## src/rtl/fetch_ctrl_if.sv

```systemverilog
// Instruction-memory request/response port between the fetch sequencer (master) and imem (slave).
// Handshake: req/addr are offered until gnt; each granted request gets exactly one rvalid/rdata
// beat, at least one cycle after gnt; rvalid has no backpressure.
interface fetch_ctrl_if #(
    parameter int ADDR_W = 32
) ();
    logic              req;
    logic [ADDR_W-1:0] addr;
    logic              gnt;
    logic              rvalid;
    logic [31:0]       rdata;

    modport master (output req, addr, input gnt, rvalid, rdata);
    modport slave  (input req, addr, output gnt, rvalid, rdata);
endinterface

```

## src/rtl/fetch_ctrl.sv

```systemverilog
// Fetch-stage sequencer: owns the fetch PC, issues single-outstanding imem requests, buffers one
// instruction for decode. Optional FETCH_PERF_EN adds saturating fetch/drop counters.
module fetch_ctrl #(
    parameter int                ADDR_W   = 32,
    parameter logic [ADDR_W-1:0] RESET_PC = 32'h8000_0000,
    parameter logic [ADDR_W-1:0] PC_STEP  = 1
) (
    input  logic              clk,
    input  logic              rst,
    input  logic              stall_F_i,
    input  logic              redirect_D_i,
    input  logic [ADDR_W-1:0] target_D_i,
    input  logic              trap_i,
    input  logic [ADDR_W-1:0] trap_vec_i,
    fetch_ctrl_if.master      imem,
    output logic              valid_F_o,
    output logic [31:0]       instr_F_o,
    output logic [ADDR_W-1:0] pc_F_o,
    output logic              flush_D_o,
    output logic [1:0]        state_o
`ifdef FETCH_PERF_EN
    ,
    output logic [31:0]       perf_fetch_o,
    output logic [31:0]       perf_drop_o
`endif
);

    localparam logic [1:0] S_IDLE = 2'd0;
    localparam logic [1:0] S_REQ  = 2'd1;
    localparam logic [1:0] S_WAIT = 2'd2;
    localparam logic [1:0] S_DROP = 2'd3;

    logic [1:0]        state_q, state_d;
    logic [ADDR_W-1:0] pc_q, pc_d;
    logic [ADDR_W-1:0] pc_infl_q, pc_infl_d;
    logic [ADDR_W-1:0] pc_F_q, pc_F_d;
    logic [31:0]       instr_q, instr_d;
    logic              valid_q, valid_d;
    logic              redir;
    logic [ADDR_W-1:0] tgt;
    logic              consume;
    logic              fill;

    always_comb begin
        redir     = trap_i | redirect_D_i;
        tgt       = trap_i ? trap_vec_i : target_D_i;
        consume   = valid_q & ~stall_F_i;
        state_d   = state_q;
        pc_d      = pc_q;
        pc_infl_d = pc_infl_q;
        pc_F_d    = pc_F_q;
        instr_d   = instr_q;
        fill      = 1'b0;
        case (state_q)
            // A redirect empties the buffer, so it also frees IDLE to issue.
            S_IDLE: if (!valid_q || consume || redir) state_d = S_REQ;
            S_REQ: begin
                if (imem.gnt) begin
                    if (redir) begin
                        state_d = S_DROP;
                    end else begin
                        pc_infl_d = pc_q;
                        pc_d      = pc_q + PC_STEP;
                        state_d   = S_WAIT;
                    end
                end
            end
            S_WAIT: begin
                if (imem.rvalid) begin
                    state_d = S_IDLE;
                    if (!redir) begin
                        fill    = 1'b1;
                        instr_d = imem.rdata;
                        pc_F_d  = pc_infl_q;
                    end
                end else if (redir) begin
                    state_d = S_DROP;
                end
            end
            default: if (imem.rvalid) state_d = S_IDLE;
        endcase
        if (redir) pc_d = tgt;
        valid_d = fill | (valid_q & ~consume & ~redir);
    end

    always_ff @(posedge clk or posedge rst) begin
        if (rst) begin
            state_q   <= S_IDLE;
            pc_q      <= RESET_PC;
            pc_infl_q <= RESET_PC;
            pc_F_q    <= RESET_PC;
            instr_q   <= '0;
            valid_q   <= 1'b0;
        end else begin
            state_q   <= state_d;
            pc_q      <= pc_d;
            pc_infl_q <= pc_infl_d;
            pc_F_q    <= pc_F_d;
            instr_q   <= instr_d;
            valid_q   <= valid_d;
        end
    end

    assign imem.req  = (state_q == S_REQ);
    assign imem.addr = pc_q;
    assign valid_F_o = valid_q;
    assign instr_F_o = instr_q;
    assign pc_F_o    = pc_F_q;
    assign flush_D_o = redir;
    assign state_o   = state_q;

`ifdef FETCH_PERF_EN
    logic [31:0] perf_fetch_q, perf_drop_q;
    logic        discard;

    // A response is dropped when it lands in DROP or races a redirect in WAIT.
    assign discard = imem.rvalid && ((state_q == S_DROP) || (state_q == S_WAIT && redir));

    always_ff @(posedge clk or posedge rst) begin
        if (rst) begin
            perf_fetch_q <= '0;
            perf_drop_q  <= '0;
        end else begin
            if (fill && perf_fetch_q != 32'hFFFF_FFFF) perf_fetch_q <= perf_fetch_q + 32'd1;
            if (discard && perf_drop_q != 32'hFFFF_FFFF) perf_drop_q <= perf_drop_q + 32'd1;
        end
    end

    assign perf_fetch_o = perf_fetch_q;
    assign perf_drop_o  = perf_drop_q;
`endif

endmodule

```

## src/flat_wrapper.sv

```systemverilog
// flat-port wrapper written by rule: the top's interface ports become plain ports
module fetch_ctrl_flat 
#(
    parameter int                ADDR_W   = 32,
    parameter logic [ADDR_W-1:0] RESET_PC = 32'h8000_0000,
    parameter logic [ADDR_W-1:0] PC_STEP  = 1
)
  (clk, rst, stall_F_i, redirect_D_i, target_D_i, trap_i, trap_vec_i, valid_F_o, instr_F_o, pc_F_o, flush_D_o, state_o, imem_req, imem_addr, imem_gnt, imem_rvalid, imem_rdata);
  fetch_ctrl_if #(.ADDR_W(ADDR_W)) imem_i ();
  input  logic clk;
  input  logic rst;
  input  logic stall_F_i;
  input  logic redirect_D_i;
  input  logic [ADDR_W-1:0] target_D_i;
  input  logic trap_i;
  input  logic [ADDR_W-1:0] trap_vec_i;
  output logic valid_F_o;
  output logic [31:0] instr_F_o;
  output logic [ADDR_W-1:0] pc_F_o;
  output logic flush_D_o;
  output logic [1:0] state_o;
  output wire logic [$bits(imem_i.req)-1:0] imem_req;
  output wire logic [$bits(imem_i.addr)-1:0] imem_addr;
  input wire logic [$bits(imem_i.gnt)-1:0] imem_gnt;
  input wire logic [$bits(imem_i.rvalid)-1:0] imem_rvalid;
  input wire logic [$bits(imem_i.rdata)-1:0] imem_rdata;
  assign imem_req = imem_i.req;
  assign imem_addr = imem_i.addr;
  assign imem_i.gnt = imem_gnt;
  assign imem_i.rvalid = imem_rvalid;
  assign imem_i.rdata = imem_rdata;
  fetch_ctrl #(.ADDR_W(ADDR_W), .RESET_PC(RESET_PC), .PC_STEP(PC_STEP)) u_core (.clk(clk), .rst(rst), .stall_F_i(stall_F_i), .redirect_D_i(redirect_D_i), .target_D_i(target_D_i), .trap_i(trap_i), .trap_vec_i(trap_vec_i), .imem(imem_i), .valid_F_o(valid_F_o), .instr_F_o(instr_F_o), .pc_F_o(pc_F_o), .flush_D_o(flush_D_o), .state_o(state_o));
endmodule
```

## config.mk

```make
export PLATFORM = sky130hd
export DESIGN_NAME = fetch_ctrl_flat
export DESIGN_NICKNAME = d
export VERILOG_FILES = /design/src/rtl/fetch_ctrl_if.sv /design/src/rtl/fetch_ctrl.sv /design/src/flat_wrapper.sv
export SDC_FILE = /design/constraint.sdc
export NUM_CORES = 1
export LEC_CHECK = 0
export CAP_MARGIN = 20
export CORE_MARGIN = 2
export CORE_UTILIZATION = 45
export CTS_CLUSTER_SIZE = 20
export DETAILED_ROUTE_END_ITERATION = 8
export PLACE_DENSITY = 0.76
export SLEW_MARGIN = 0
export SYNTH_ARGS = -nofsm -noshare
export SYNTH_HDL_FRONTEND = slang
export SYNTH_SLANG_ARGS = --single-unit
```

## constraint.sdc

```tcl
create_clock -name clk -period 5.9 [get_ports clk]
set_clock_uncertainty 0.15 [all_clocks]
set_input_delay 1.475 -clock clk [delete_from_list [all_inputs] [get_ports clk]]
set_output_delay 1.475 -clock clk [all_outputs]
set_load 0.05 [all_outputs]
```

==> results.tsv, run 1 <==
metric	value	unit
dominant synthesized flop cell	dfrtp_1	
hold path depth	1	
Worst-Margin Slew	1.03	ns
CP Class	in2out	
Buf/Inv on CP	4	
ratio of cells with drive above 1 in the final layout	0.218	
Worst slew margin	0.309	
first-pass GRT wire length	26.6	mm
footprint of the multi-input gates	2480	µm²
EDFF count, synth	0	
Worst-path clk slew	0.05	ns
cell family with most CP delay	buffers and inverters	
PostCTS Resize Cnt	0	
Worst Setup EP	flush_D_o	
Max clock buf depth	2	
P_leak	3.64	nW
DIE AREA	14100	µm²
number of port buffers	203	
Pwr Density	493	nW/µm²
CTS tree	built	
post-route cell area	8770	µm²
Ports	204	
CTS Sinks	131	
vias in the first global route	4885	
DR iter-0 viols	328	
n_diodes	0	
Total Nets Final	778	
syn nets	579	
die width	119	µm
final hold vios	0	
initial antenna violation count	0	
CORE AREA	12700	µm²
largest net degree at the start of global routing	91	
clock latency at the later pin of the worst-skew pair	0.42	ns
Reg-to-Reg End	u_core.imem.addr[15]	
crit path max fanout	17	
Mean Syn Cell Area	12.5	µm²
Routability Congestion	0.757	
fillers	994	
Cell variety after synth	48	
# rows	41	
min-delay worst type	reg2reg	
cell depth of the worst setup path	5	
dpl cell area	8080	µm²
top-area cell type share of the netlist area	0.540	
H-tree Lvls	4	
GRT Overall Usage	0.243	
number of synthesized register bits	131	
Max-cap violations	0	
DRT Pass-1 Iters	4	
post-CTS setup buffers	0	
most frequent CP cell	buf_4	
Final setup viols	0	
nature of the critical path endpoint	output port	
CTS Root Buffer Type	clkbuf_16	
critical path, cell by cell	clkdlybuf4s50_1 > buf_4 > nor2_2 > inv_2 > buf_4	
CP max stage cell	clkdlybuf4s50_1	
R2R cell count	5	
Reg2Reg Setup Slack	3.40	ns
P&R area growth vs syn	47.7	%
Remaining DRCs	0	
Req. time, crit path	4.28	ns
Remaining Overflow, GRT	0	
FF/Latch Area	3280	µm²
top post-synthesis cells by area	dfrtp_1, mux2_2, xnor2_1, a21oi_1, nand2_1	
fin crit share	0.737	
via count	4540	
Fmax achieved	0.230	GHz
post-synthesis cell area	5930	µm²
initial core utilization	0.466	
Peak supply drop	0.295	mV
Avg WL per Cell	19.1	µm
Post-synth ARST share	1.00	
CP arrival	2.72	ns
Worst Setup SP	redirect_D_i	
antenna viol nets, final	0	
status	finished, final reports clean	
Die Ht	119	µm
Total Routed Length	16.4	mm
CTS Buf Count	17	
max-slew violation count	0	
HPWL after DPL	11.5	mm
final setup TNS	0	ns
Post-CTS Hold Fix Bufs	0	
via density per instance	5.29	
Yosys warning total	0	
cells after synthesis	475	
sequential-to-total area share from yosys stat	0.553	
Min Clock Period, post-route	4.35	ns
cell taking the most area after synthesis	dfrtp_1	
RSZ-0062 raised after global routing	false	
slowest stage delay, CP	0.47	ns
r2r startpoint	u_core.state_o[1]	
CP startpoint kind	input port	
-- stage by stage --
stage               cells  worst slack, ns  power (mW)  hold slack (ns)  utilization
floorplan             475            0.782        2.50            0.310            -
global placement      827             1.59        3.09            0.320        0.635
detailed placement    827             1.56        3.14            0.332        0.635
CTS                   859             1.56        4.35            0.345        0.689
global route          859             1.50        4.49            0.360        0.689
finish                859             1.55        4.32            0.339        0.689
-- synthesized netlist by cell type, types with 4 or more instances --
cell	n
mux2_1	5
mux2i_1	4
nand3_1	6
mux2_2	91
a211oi_1	13
a21oi_1	24
nand4_1	8
nor2_1	11
buf_4	7
nand2_1	28
nor3_1	13
nor2b_1	14
xnor2_1	23
or3_1	4
inv_1	6
buf_2	6
and3_1	8
o221ai_1	4
o21ai_0	16
and4_1	4
dfrtp_1	128
nor4_2	4
clkbuf_1	13
-- state kept, by name, indices dropped and copies added (netlist names) --
signal,count
u_core.imem.addr,32
u_core.valid_F_o,1
u_core.instr_F_o,32
u_core.pc_F_o,32
u_core.pc_infl_q,32
u_core.state_o,2
-- cells in the final DEF, fill, tap and decap left out, types with 5 or more instances in the layout --
| cell type | Yosys | routed |
|---|---|---|
| a211oi_1 | 13 | 13 |
| a21oi_1 | 24 | 24 |
| and3_1 | 8 | 7 |
| buf_4 | 7 | 5 |
| bufinv_16 | 0 | 6 |
| clkbuf_16 | 0 | 17 |
| clkdlybuf4s50_1 | 0 | 201 |
| dfrtp_1 | 128 | 128 |
| inv_1 | 6 | 5 |
| mux2_1 | 5 | 5 |
| mux2_2 | 91 | 91 |
| nand2_1 | 28 | 28 |
| nand3_1 | 6 | 6 |
| nand4_1 | 8 | 8 |
| nor2_1 | 11 | 10 |
| nor2b_1 | 14 | 14 |
| nor3_1 | 13 | 13 |
| o21ai_0 | 16 | 16 |
| xnor2_1 | 23 | 23 |
-- report_power, final --
part / internal [mW] / switching, mW / total, mW
logic: 0.662 / 1.04 / 1.70
clock network: 0.814 / 0.388 / 1.20
registers: 1.22 / 0.196 / 1.42
total: 2.70 / 1.62 / 4.32
-- cells by family (layout without fill, tap and decap cells) --
logic type / count (synthesis) / in the layout / share of synthesized area
AOI/OAI and AO/OA: 67 / 67 / 0.0704
xor gates and xnor gates: 26 / 26 / 0.0384
adders and majority gates: 1 / 1 / 0.00211
buffers and inverters: 36 / 248 / 0.0310
DFF: 131 / 131 / 0.553
muxes: 100 / 100 / 0.189
and+or+nand+nor: 114 / 114 / 0.116
-- final cells by class --
cell class,count,share of cell area
clock inverters,13,0.0263
flip-flops and latches,131,0.374
inverters,8,0.00400
multi-input cells,308,0.282
clock buffers,19,0.0517
well taps,172,0.0246
repair buffers,208,0.237
-- worst min path at each step --
stage                   startpoint          endpoint
2_1_floorplan  u_core.pc_infl_q[0]  u_core.pc_F_o[0]
3_3_place_gp   u_core.pc_infl_q[0]  u_core.pc_F_o[0]
3_5_place_dp      u_core.pc_F_o[1]  u_core.pc_F_o[1]
4_1_cts           u_core.pc_F_o[1]  u_core.pc_F_o[1]
5_1_grt        u_core.pc_infl_q[3]  u_core.pc_F_o[3]
6_report          u_core.pc_F_o[1]  u_core.pc_F_o[1]
-- routing by layer --
layer | global-route usage | vias up | share of wire
li1 | - | 2122 | -
met2 | 0.400 | 137 | 0.50
met5 | 0 | - | 0
met1 | 0.311 | 2249 | 0.42
met3 | 0.0527 | 32 | 0.050
met4 | 0.102 | 0 | 0.029
Power figures use the tool's default switching activity.
==> inputs of run 2 (changes only) <==
- clock period: 5.9 -> 4 ns (I/O delays scaled with it)
==> run 2 against run 1 <==
  * Clock-buffer cell count up 3
  * First-iteration DRC count down 12%
  * Core utilization is 0.35 points lower
  * Critical path depth shrank 1
  * Clock power increased by 32%
  * Die area stayed put
==> results.tsv, run 2 (synthesized netlist as in run 1, its figures left out) <==
metric	value	unit
status	finished, final reports clean	
CTS tree	built	
sequential share of power	0.339	
initial core utilization	0.466	
Ports	204	
Post-CTS Hold Fix Bufs	0	
ratio of cells with drive above 1 in the final layout	0.219	
final hold vios	0	
commonest non-fill, non-tap cells in the layout	clkdlybuf4s50_1, dfrtp_1, mux2_2, nand2_1, a21oi_1	
fillers	997	
Sw Share	0.384	
Max clock buf depth	2	
Die Ht	119	µm
Min Clock Period, post-route	3.21	ns
via density per instance	5.35	
Req. time, crit path	2.85	ns
RSZ-0062 raised after global routing	false	
Clock power frac	0.255	
Worst slew margin	0.620	
CORE AREA	12700	µm²
crit path max fanout	14	
Logic pwr share	0.406	
Pwr Density	708	nW/µm²
initial antenna violation count	0	
post-CTS setup buffers	0	
Worst-path clk slew	0.05	ns
DR iter-0 viols	288	
HPWL after DPL	11.5	mm
Final setup viols	0	
P&R area growth vs syn	47.0	%
CP Class	in2out	
GRT Overall Usage	0.239	
# rows	41	
die width	119	µm
Total Nets Final	781	
CTS Buf Count	17	
Total Routed Length	16.2	mm
DRT Pass-1 Iters	5	
Peak supply drop	0.359	mV
Max-cap violations	0	
first-pass GRT wire length	26.2	mm
fin crit share	0.803	
H-tree Lvls	4	
CTS Sinks	131	
Worst-Margin Slew	0.570	ns
largest net degree at the start of global routing	94	
Avg WL per Cell	18.8	µm
PostCTS Resize Cnt	0	
CTS Root Buffer Type	clkbuf_16	
n_diodes	0	
via count	4608	
number of port buffers	203	
final setup TNS	0	ns
antenna viol nets, final	0	
CP startpoint kind	input port	
Remaining DRCs	0	
commonest non-fill, non-tap cell in the layout	clkdlybuf4s50_1	
CP arrival	2.06	ns
P_leak	3.62	nW
Fmax achieved	0.311	GHz
nature of the critical path endpoint	output port	
DIE AREA	14100	µm²
min-delay worst type	reg2reg	
Routability Congestion	0.782	
Final Util	0.685	
Pint	3.81	mW
clock latency at the later pin of the worst-skew pair	0.42	ns
max-slew violation count	0	
Remaining Overflow, GRT	0	
vias in the first global route	4901	
net load switching power	2.37	mW
run 2: cell count changes in the layout (fill, tap and decap cells not counted):
cell / change
buf_12: +1
buf_4: +2
bufinv_16: -3
clkbuf_1: +2
clkbuf_8: +1
clkinv_2: +3
clkinv_4: -2
inv_6: -1
run 2: area by class of cell:
type,count,area (µm²),area share
inverter,8,33.8,0.00387
multi-input combinational,308,2480,0.284
sequential,131,3280,0.376
timing repair buffer,211,2110,0.242
tap,172,215,0.0247
clock inverter,10,130,0.0149
clock buffer,22,474,0.0544
run 2: power by group through the flow:
stage | Combinational (mW) | Sequential, mW | Clock (mW)
2_1_floorplan | 0.558 | 3.14 | 0
3_3_place_gp | 2.48 | 2.08 | 0
3_5_place_dp | 2.52 | 2.11 | 0
4_1_cts | 2.53 | 2.09 | 1.61
5_1_grt | 2.61 | 2.15 | 1.67
6_report | 2.51 | 2.09 | 1.58
run 2: worst max-delay path, stage by stage:
cell,delay (ns)
clkdlybuf4s50_1,0.49
nor2_2,0.06
inv_2,0.24
buf_4,0.27
run 2: metal layers:
| layer | vias up | track usage | part of all wire | wire, µm |
|---|---|---|---|---|
| met1 | 2291 | 0.295 | 0.41 | 6600 |
| met3 | 30 | 0.0536 | 0.053 | 857 |
| li1 | 2120 | - | - | - |
| met4 | 0 | 0.103 | 0.027 | 435 |
| met5 | - | 0 | 0 | 0 |
| met2 | 167 | 0.402 | 0.51 | 8350 |
run 2: final timing paths:
path	start	end	slack, ns	cells after the start
worst min-delay path	u_core.instr_F_o[29]	u_core.instr_F_o[29]	0.33	1
worst max register to register	u_core.state_o[1]	u_core.imem.addr[31]	1.57	5
max in group asynchronous	rst	u_core.pc_infl_q[31]	2.37	3
min in group asynchronous	rst	u_core.pc_F_o[9]	0.94	3
worst max-delay path	redirect_D_i	flush_D_o	0.79	4
worst min register to register	u_core.instr_F_o[29]	u_core.instr_F_o[29]	0.33	1
run 2: stage by stage:
stage | std cells | instance area [µm²] | total power, mW | hold slack (ns) | setup slack, ns
finish | 862 | 8720 | 6.17 | 0.331 | 0.790
CTS | 862 | 8720 | 6.23 | 0.336 | 0.787
global placement | 830 | 8120 | 4.56 | 0.316 | 0.634
global route | 862 | 8720 | 6.43 | 0.361 | 0.745
floorplan | 475 | 5940 | 3.70 | 0.310 | 0.956
detailed placement | 830 | 8120 | 4.63 | 0.324 | 0.584
==> inputs of run 3 (changes only) <==
- clock period: 4 -> 3.1 ns (I/O delays scaled with it)
==> run 3 against run 2 <==
  * Critical path depth is 2 lower
  * Sequential cell count unchanged
  * Critical path type is now reg2out
  * Clock-buffer cell count increased by 5
  * Wire length down 0.36%
  * Clock power is 24% higher
  * Sequential share of layout area about the same
  * Sequential power is 30% higher
  * Global-route usage grew 0.24 points
  * Total power is 28% higher
==> results.tsv, run 3 (synthesized netlist as in run 1, its figures left out) <==
metric	value	unit
status	finished, final reports clean	
hold_sp	u_core.pc_infl_q[0]	
CP arrival	1.87	ns
Die Ht	119	µm
number of port buffers	203	
CTS Buf Count	17	
Worst slew margin	0.553	
Final setup viols	0	
Endpoint, Worst Hold	u_core.pc_F_o[0]	
Remaining DRCs	0	
DRT Pass-1 Iters	4	
fin crit share	0.901	
final setup TNS	0	ns
FF/Latch Area	3280	µm²
n_diodes	0	
via density per instance	5.33	
Req. time, crit path	2.17	ns
Reg-to-Reg End	u_core.imem.addr[27]	
H-tree Lvls	4	
CP Class	reg2out	
CORE AREA	12700	µm²
GRT Overall Usage	0.241	
Max clock buf depth	2	
vias in the first global route	4897	
CTS Root Buffer Type	clkbuf_16	
min-delay worst type	reg2reg	
Ports	204	
max-slew violation count	0	
Worst-Margin Slew	0.671	ns
Avg WL per Cell	18.7	µm
CTS Sinks	131	
fillers	982	
final hold vios	0	
clock latency at the later pin of the worst-skew pair	0.42	ns
commonest non-fill, non-tap cell in the layout	clkdlybuf4s50_1	
Min Clock Period, post-route	2.79	ns
Pwr Density	906	nW/µm²
P_leak	3.63	nW
first-pass GRT wire length	26.2	mm
post-route cell area	8730	µm²
initial core utilization	0.466	
Fmax achieved	0.358	GHz
r2r startpoint	u_core.imem.addr[6]	
Total Nets Final	785	
Peak supply drop	0.479	mV
antenna viol nets, final	0	
HPWL after DPL	11.8	mm
R2R cell count	5	
nature of the critical path endpoint	output port	
ratio of cells with drive above 1 in the final layout	0.218	
RSZ-0062 raised after global routing	false	
footprint of the multi-input gates	2480	µm²
# rows	41	
hold path depth	1	
die width	119	µm
crit path max fanout	6	
Reg2Reg Setup Slack	0.87	ns
CP startpoint kind	register	
P&R area growth vs syn	47.1	%
Worst Setup SP	u_core.state_o[1]	
DIE AREA	14100	µm²
post-CTS setup buffers	0	
Routability Congestion	0.836	
DR iter-0 viols	296	
CTS tree	built	
Total Routed Length	16.2	mm
PostCTS Resize Cnt	0	
commonest non-fill, non-tap cells in the layout	clkdlybuf4s50_1, dfrtp_1, mux2_2, nand2_1, a21oi_1	
largest net degree at the start of global routing	77	
Max-cap violations	0	
dpl cell area	8150	µm²
initial antenna violation count	0	
via count	4607	
Worst-path clk slew	0.05	ns
Remaining Overflow, GRT	0	
Post-CTS Hold Fix Bufs	0	
[run 3: cell types whose count changed in the layout (fill, tap and decap cells not counted), sizes merged]
cell	delta
clkinvlp	-2
clkbuf	+5
buf	+4
clkinv	-3
bufinv	-1
[run 3: area by class of cell]
type | instances | share of cell area
Sequential cell | 131 | 0.376
Tap cell | 172 | 0.0247
Inverter | 8 | 0.00387
Clock buffer | 27 | 0.0588
Multi-Input combinational cell | 308 | 0.284
Timing Repair Buffer | 215 | 0.245
Clock inverter | 4 | 0.00803
[run 3: worst max-delay path, cell delays in order, from the launching register on]
cell and delay [ns]:
dfrtp_1 0.43, nor2b_1 0.17, clkdlybuf4s50_1 0.84
[run 3: report_power, final]
group          internal [mW]  switching [mW]  leakage [nW]  total (mW)
clock network           1.28           0.680         0.287        1.96
registers               2.33           0.382          1.64        2.71
logic                   1.27            1.96          1.71        3.23
[run 3: layer usage]
| layer | up-vias | track usage | wire (µm) |
|---|---|---|---|
| met2 | 144 | 0.424 | 8650 |
| met5 | - | 0 | 0 |
| met3 | 19 | 0.0493 | 838 |
| li1 | 2127 | - | - |
| met1 | 2317 | 0.291 | 6410 |
| met4 | 0 | 0.0923 | 275 |
[run 3: worst max path at each step]
| stage | slack (ns) | cells past startpoint | to |
|---|---|---|---|
| 6_report | 0.31 | 2 | imem_req |
| 5_1_grt | 0.26 | 2 | imem_req |
| 4_1_cts | 0.28 | 2 | imem_req |
| 3_5_place_dp | 0.20 | 6 | u_core.imem.addr[16] |
| 3_3_place_gp | 0.27 | 6 | u_core.imem.addr[18] |
| 2_1_floorplan | 0.26 | 5 | u_core.pc_infl_q[11] |
[run 3: stage by stage]
step / setup slack (ns) / hold WS (ns) / cells / utilization / power (mW)
final: 0.307 / 0.341 / 865 / 0.686 / 7.91
after global routing: 0.262 / 0.366 / 865 / 0.686 / 8.22
after CTS: 0.282 / 0.347 / 865 / 0.686 / 7.97
after detailed placement: 0.205 / 0.335 / 834 / 0.640 / 5.99
after global placement: 0.269 / 0.318 / 834 / 0.640 / 5.88
after floorplan: 0.256 / 0.310 / 475 / - / 4.77
